$ cat src/rtl/xy2_100_pkg.sv
// Shared constants and helpers for the XY2-100 galvo transmitter.
package xy2_100_pkg;

  localparam int         XY2_FRAME_BITS = 20;
  localparam int         XY2_BIT_W      = 5;
  localparam logic [2:0] XY2_CTRL       = 3'b001;

  localparam logic LOAD  = 1'b0;
  localparam logic SHIFT = 1'b1;

  // Even parity over the whole frame: control bits contribute a single 1.
  function automatic logic xy2_parity(input logic [15:0] w);
    return 1'b1 ^ (^w);
  endfunction

endpackage

$ cat src/rtl/xy2_100_bit_timer.sv
// Bit/frame timing for XY2-100: clock divider, bit index, CLOCK line and strobes.
import xy2_100_pkg::*;

module xy2_100_bit_timer #(
  parameter int CLK_DIV = 20
) (
  input  logic                 clk,
  input  logic                 rst,
  output logic                 load,
  output logic                 bit_adv,
  output logic                 frame_end,
  output logic [XY2_BIT_W-1:0] bit_idx,
  output logic                 xy2_clk
);

  localparam int CW = $clog2(CLK_DIV);
  localparam logic [CW-1:0]        CNT_LAST = CW'(CLK_DIV - 1);
  localparam logic [CW-1:0]        CNT_HALF = CW'(CLK_DIV / 2);
  localparam logic [XY2_BIT_W-1:0] BIT_LAST = XY2_BIT_W'(XY2_FRAME_BITS - 1);

  logic                 state, state_nxt;
  logic [CW-1:0]        cnt, cnt_nxt;
  logic [XY2_BIT_W-1:0] bit_nxt;
  logic                 last;

  assign last = (cnt == CNT_LAST);

  always_ff @(posedge clk or negedge rst)
    if (!rst) state <= LOAD;
    else      state <= state_nxt;

  always_comb begin
    state_nxt = state;
    case (state)
      LOAD:    state_nxt = SHIFT;
      SHIFT:   if (last && bit_idx == BIT_LAST) state_nxt = LOAD;
      default: state_nxt = LOAD;
    endcase
  end

  always_comb begin
    load      = (state == LOAD);
    bit_adv   = (state == SHIFT) && last && (bit_idx != BIT_LAST);
    frame_end = (state == SHIFT) && last && (bit_idx == BIT_LAST);
  end

  // LOAD doubles as cnt=0 of bit 0, so the frame has no idle gap.
  always_comb begin
    cnt_nxt = last ? '0 : cnt + 1'b1;
    bit_nxt = bit_idx;
    if (frame_end)    bit_nxt = '0;
    else if (bit_adv) bit_nxt = bit_idx + 1'b1;
  end

  always_ff @(posedge clk or negedge rst)
    if (!rst) begin
      cnt     <= '0;
      bit_idx <= '0;
      xy2_clk <= 1'b1;
    end else begin
      cnt     <= cnt_nxt;
      bit_idx <= bit_nxt;
      xy2_clk <= (cnt_nxt < CNT_HALF);
    end

endmodule

$ cat src/rtl/xy2_100_tx.sv
// XY2-100 transmitter: pending/active position words and per-axis serialisers.
import xy2_100_pkg::*;

module xy2_100_tx #(
  parameter int          CLK_DIV  = 20,
  parameter logic [15:0] INIT_POS = 16'd0
) (
  input  logic        clk,
  input  logic        rst,
  input  logic [15:0] data_in_x,
  input  logic [15:0] data_in_y,
  input  logic        data_en_x,
  input  logic        data_en_y,
  output logic        xy2_clk,
  output logic        xy2_sync,
  output logic        xy2_x,
  output logic        xy2_y,
  output logic        send_end_x,
  output logic        send_end_y
);

  localparam int NUM_AXES = 2;
  localparam logic [XY2_BIT_W-1:0] NEXT_TOP  = XY2_BIT_W'(XY2_FRAME_BITS - 2);

  logic                 load, bit_adv, frame_end;
  logic [XY2_BIT_W-1:0] bit_idx;

  logic [NUM_AXES-1:0][15:0]               din, pend, act;
  logic [NUM_AXES-1:0][XY2_FRAME_BITS-1:0] frame;
  logic [NUM_AXES-1:0]                     den, line;

  xy2_100_bit_timer #(.CLK_DIV(CLK_DIV)) u_timer (
    .clk       (clk),
    .rst       (rst),
    .load      (load),
    .bit_adv   (bit_adv),
    .frame_end (frame_end),
    .bit_idx   (bit_idx),
    .xy2_clk   (xy2_clk)
  );

  assign din = {data_in_y, data_in_x};
  assign den = {data_en_y, data_en_x};

  // frame[19] is bit 0 on the wire (MSB first).
  for (genvar a = 0; a < NUM_AXES; a++) begin : g_axis
    assign frame[a] = {XY2_CTRL, act[a], xy2_parity(act[a])};
  end

  // Enables on the send_end edge land in pending before LOAD copies it.
  always_ff @(posedge clk or negedge rst)
    if (!rst) begin
      for (int a = 0; a < NUM_AXES; a++) begin
        pend[a] <= INIT_POS;
        act[a]  <= INIT_POS;
        line[a] <= 1'b0;
      end
    end else begin
      for (int a = 0; a < NUM_AXES; a++) begin
        if (den[a]) pend[a] <= din[a];
        if (load)   act[a]  <= pend[a];
        if (frame_end)    line[a] <= XY2_CTRL[2];
        else if (bit_adv) line[a] <= frame[a][NEXT_TOP - bit_idx];
      end
    end

  // SYNC drops only for the parity bit.
  always_ff @(posedge clk or negedge rst)
    if (!rst)         xy2_sync <= 1'b1;
    else if (frame_end) xy2_sync <= 1'b1;
    else if (bit_adv)   xy2_sync <= (bit_idx != NEXT_TOP);

  assign xy2_x      = line[0];
  assign xy2_y      = line[1];
  assign send_end_x = frame_end;
  assign send_end_y = frame_end;

endmodule

$ cat config.mk
export PLATFORM = sky130hd
export DESIGN_NAME = xy2_100_tx
export DESIGN_NICKNAME = d
export VERILOG_FILES = /design/src/rtl/xy2_100_pkg.sv /design/src/rtl/xy2_100_bit_timer.sv /design/src/rtl/xy2_100_tx.sv
export SDC_FILE = /design/constraint.sdc
export NUM_CORES = 1
export LEC_CHECK = 0
export BUFFER_PORTS_ARGS = -buffer_cell sky130_fd_sc_hd__buf_4
export CELL_PAD_IN_SITES_DETAIL_PLACEMENT = 2
export CELL_PAD_IN_SITES_GLOBAL_PLACEMENT = 2
export CORE_UTILIZATION = 43
export DETAILED_ROUTE_END_ITERATION = 16
export PLACE_DENSITY = 0.86
export SETUP_SLACK_MARGIN = 0.3
export SYNTH_ARGS = -nofsm -noshare
export SYNTH_HDL_FRONTEND = slang
export SYNTH_SLANG_ARGS = --single-unit
$ cat constraint.sdc
create_clock -name clk -period 5 [get_ports clk]
set_input_delay 1 -clock clk [delete_from_list [all_inputs] [get_ports clk]]
set_output_delay 1 -clock clk [all_outputs]
set_load 0.005 [all_outputs]
Word-level counts from Yosys, hierarchy flattened
Cells that the tools add are included.
- logic and storage cells: 44
- output and inout bits: 6
- flip-flop bits (word level): 79
- equality and inequality tests: 4
- $lt $le $gt $ge: 2
- add/sub/neg operators: 3
- bitwise logic cells: 3
- mux-type cells: 15
- reduce and logical (&&, ||, !) cells: 7
- operator list (kind ; number):
    $reduce_xor 16->1 ; 2
    $mux 5 ; 3
    $add 5x1->5 const B ; 2
    $bmux 1 s5 ; 2
    $eq 5x5->1 const B ; 2
    $ne 5x5->1 const B ; 2
    $mux 1 ; 9
    $lt 5x6->1 const B ; 1
    $lt 5x4->1 const B ; 1
    $sub 5x5->5 const A ; 1
    $logic_and 1x1->1 ; 4
    $not 1->1 ; 3
    $pmux 1 s2 ; 1
    $reduce_bool 2->1 ; 1

Longest topological paths before layout
- depth after elaboration: 6
- depth in mapped cells: 9
- depth with buffers taken out: 7

Hierarchy
A second synthesis with hierarchy kept.
- cells, all modules: 294
- area total of the unflattened synthesis: 3908.7 um2
- modules (own cells, without submodules) (module ; instances ; cells each ; seq. area each (um2) ; area each (um2)):
    xy2_100_tx ; 1 ; 233 ; 1677.9 ; 3239.4
    xy2_100_bit_timer ; 1 ; 61 ; 301.5 ; 669.4

Worst setup path before layout
Ideal clock, no wire load.
- path type: register -> output
- start point: register u_timer.cnt[0]
- end point: output port send_end_y
- data required time: 4.000 ns
- stages on the path, launching flop included: 9
- path slack: 2.498 ns
- data arrival time: 1.502 ns
- buffers on the path: 2
- cell sequence: dfrtp_1 ha_1 nand2b_1 nor2_1 and2_1 clkbuf_1 nand3_1 inv_1 buf_4
- longest elaborated chain between the ends: 3
- RTL lines (element ; RTL line ; RTL):
    from (decl) ; xy2_100_bit_timer.sv:22 ; logic [CW-1:0] cnt, cnt_nxt;
    from (signal assigned) ; xy2_100_bit_timer.sv:61 ; cnt <= cnt_nxt;
    $eq 5x5->1 ; xy2_100_bit_timer.sv:26 ; assign last = (cnt == CNT_LAST);
    $logic_and 1x1->1 (2 in series) ; xy2_100_bit_timer.sv:44 ; frame_end = (state == SHIFT) && last && (bit_idx == BIT_LAST);
    to (decl) ; xy2_100_tx.sv:19 ; output logic send_end_y
Every way passes these cells.

Final worst setup path
- start point: register u_timer.bit_idx[0]
- end point: output port send_end_x
- longest elaborated chain between the ends: 2
- RTL lines (element ; RTL line ; RTL):
    from (decl) ; xy2_100_bit_timer.sv:12 ; output logic [XY2_BIT_W-1:0] bit_idx,
    from (signal assigned) ; xy2_100_bit_timer.sv:62 ; bit_idx <= bit_nxt;
    $eq 5x5->1 ; xy2_100_bit_timer.sv:44 ;
    $logic_and 1x1->1 ; xy2_100_bit_timer.sv:44 ;
    to (decl) ; xy2_100_tx.sv:18 ; output logic send_end_x,
Every way passes these cells.

==> metrics <==
worst hold path cell count=1; # fillers=808; fmax=between 300 and 400 MHz; switching share of power=0.247; VDD IR max=around 170 µV; Synth top area share=0.520; register area=approximately 2000 µm²; CP max FO=20; Hold WS=a little over 0.5 ns; commonest non-fill, non-tap cells in the layout=dfrtp_1, mux2_2, buf_4, xnor2_1, nand2_1; yosys warns=0; adder-cell share of the synthesized area=0.0101; DR WL/cell=between 20 and 25 µm; Synth area leaders=dfrtp_1, mux2_2, xnor2_1; CP startpoint kind=flip-flop; Post-Synthesis Cells=282; Min-Delay Endpoint=act[8]; DP HPWL=5.66 mm; initial antenna violation count=0; worst reg2reg setup slack=2.10 ns; design area=4280 µm²; max-slew violations=0; Min Clock Period, post-route=3.18 ns; post-cts sizing count=0; CTS tree=yes; fin crit share=0.636; Async S/R FF share, synth=1.00; clock latency on the worst-skew pair=approximately 0.36 ns; Synth cell types=36; Flop pwr share=0.527; Compound-Gate Fraction of Synth Area=0.0584; syn nets=321; Crit Path Category=flip-flop to primary output; post-synthesis xor/xnor area fraction=0.0871; largest family of logic cells by synthesized area=multiplexers; most common cell after layout, fill and taps aside=dfrtp_1; wirelength, routed=8.79 mm; area grow syn2layout=15.5%; post-synthesis mux area share=0.231; Worst Path Required=roughly 4 ns; max-cap violation count=0; Fin Setup TNS=0 ns; RD Place Congestion=~0.80; cell taking the most area after synthesis=dfrtp_1; crit path from=u_timer.bit_idx[0]; Setup violations, final=0; Clock Skew=0.0151 ns; die height=roughly 95 µm; r2r worst-path depth=7; diodes inserted=0; GRT overflow=0; vias=2339; CP Capture Type=primary output; Worst-path clk slew=0.08 ns; largest net degree at the start of global routing=80; number of top-level pins=42; I/O Buffers=around 40; die width=94.8 µm; first-pass GRT wire length=14.4 mm; Tot GR Track Use=0.222; Clk pwr share=0.359; core footprint=~8300 µm²; total power=1.34 mW; Post-synth EDFFs=0; # H-tree levels=3; Placed Area=roughly 4100 µm²; RSZ-0062 raised after global routing=no; postcts setup bufs=0; #FFs+latches synth=79; combinational cell fraction of total power=0.114; CTS buffer count=9; root buffer cell=clkbuf_8; FP Rows=33; Power per Cell Area=about 310 nW/µm²; Seq/Total Area, Yosys=0.534; Least-Margin Pin Slew=1.00 ns; clk buf depth=2; worst r2r dst=line[1]; data arrival time of the worst path=2.18 ns; outcome=completed; Mapped Area=3700 µm²; initial core utilization=0.449; Max-Slew Margin vs Limit=0.333; Final Hold Viols=0; P_sw=331 µW; fin cells=428; CTS Sinks=79; # hold bufs at CTS=0; Hold Path Class=flip-flop to flip-flop; hold path start=pend[8]; # DRC=0; final cell utilization of the core=0.518; initial DRC count=114; vias in the first global route=2673; Synth Flop Type=dfrtp_1; Antenna Nets Post-Route=0; DP Worst Slack=2.22 ns; share of layout cells above drive strength 1=0.399; via/cell ratio=between 5 and 6; Simple-Gate Fraction of Synth Area=0.0544; Syn Area/Cell=13.1 µm²; Die ar.=8990 µm²; placed cell count=412; P_int=around 1 mW; nets=357; PnR worst setup slack=about 1.8 ns; Detailed Routing Iterations Pass 1=4; worst reg2reg path startpoint=u_timer.bit_idx[0]; Pleak=1.84 nW; area used by multi-input combinational logic=1640 µm²
[cell usage after synthesis (2+ instances only)]
| master | count |
|---|---|
| dfrtp_1 | 77 |
| mux2_2 | 66 |
| xnor2_1 | 31 |
| clkbuf_1 | 12 |
| nand2_1 | 12 |
| o21ai_0 | 7 |
| nand2b_1 | 6 |
| a21oi_1 | 5 |
| inv_1 | 5 |
| nand3_1 | 5 |
| nor2_1 | 5 |
| a311oi_1 | 4 |
| o31ai_1 | 4 |
| xor2_1 | 4 |
| buf_2 | 3 |
| ha_1 | 3 |
| mux4_2 | 3 |
| nor2b_1 | 3 |
| a2111oi_0 | 2 |
| a221oi_1 | 2 |
| a22o_1 | 2 |
| and3_1 | 2 |
| dfstp_2 | 2 |
| mux2i_1 | 2 |
| nand4_1 | 2 |
| nor3_1 | 2 |
| o2111a_1 | 2 |
[state kept, by name, indices dropped and copies added, names as in the netlist]
name / cells
u_timer.xy2_clk: 1
act: 32
u_timer.state: 1
xy2_sync: 1
u_timer.cnt: 5
line: 2
u_timer.bit_idx: 5
pend: 32
[logic make-up after synthesis]
logic type      after synthesis
xor+xnor                     36
simple gates                 40
fa+ha+maj                     3
buf+inv                      22
compound gates               30
mux                          72
flops                        79
[how the worst max path moves through the flow]
stage / to / depth (start not counted)
after global placement: send_end_y / 4
after global routing: send_end_x / 4
after floorplan: send_end_y / 8
final: send_end_x / 4
after detailed placement: line[1] / 7
after CTS: send_end_x / 4
[power groups by stage]
stage | clock network (mW) | registers (mW) | logic [mW]
after floorplan | 0 | 0.707 | 0.105
after global placement | 0 | 0.717 | 0.144
after detailed placement | 0 | 0.720 | 0.155
after CTS | 0.495 | 0.709 | 0.156
after global routing | 0.518 | 0.714 | 0.166
final | 0.482 | 0.708 | 0.153
[routing by layer]
metal | vias up | GRT usage | part of all wire
met5 | - | 0 | 0
met4 | 0 | 0.0947 | 0.024
met3 | 18 | 0.0435 | 0.027
met2 | 43 | 0.391 | 0.53
met1 | 1214 | 0.261 | 0.42
li1 | 1064 | - | -
[worst max-delay path, cell delays in order, from the launching register on]
cell and delay, ns:
dfrtp_1 0.83, ha_1 0.57, nand3_1 0.19, inv_1 0.11
buf_4 0.11
[area by class of cell]
cell class,instances,share of cell area
Sequential cell,79,0.463
Multi-Input combinational cell,181,0.382
Tap cell,105,0.0307
Inverter,5,0.00439
Timing Repair Buffer,42,0.0737
Clock buffer,11,0.0330
Clock inverter,5,0.0135
Note: power is estimated with default switching activity, not from simulation.
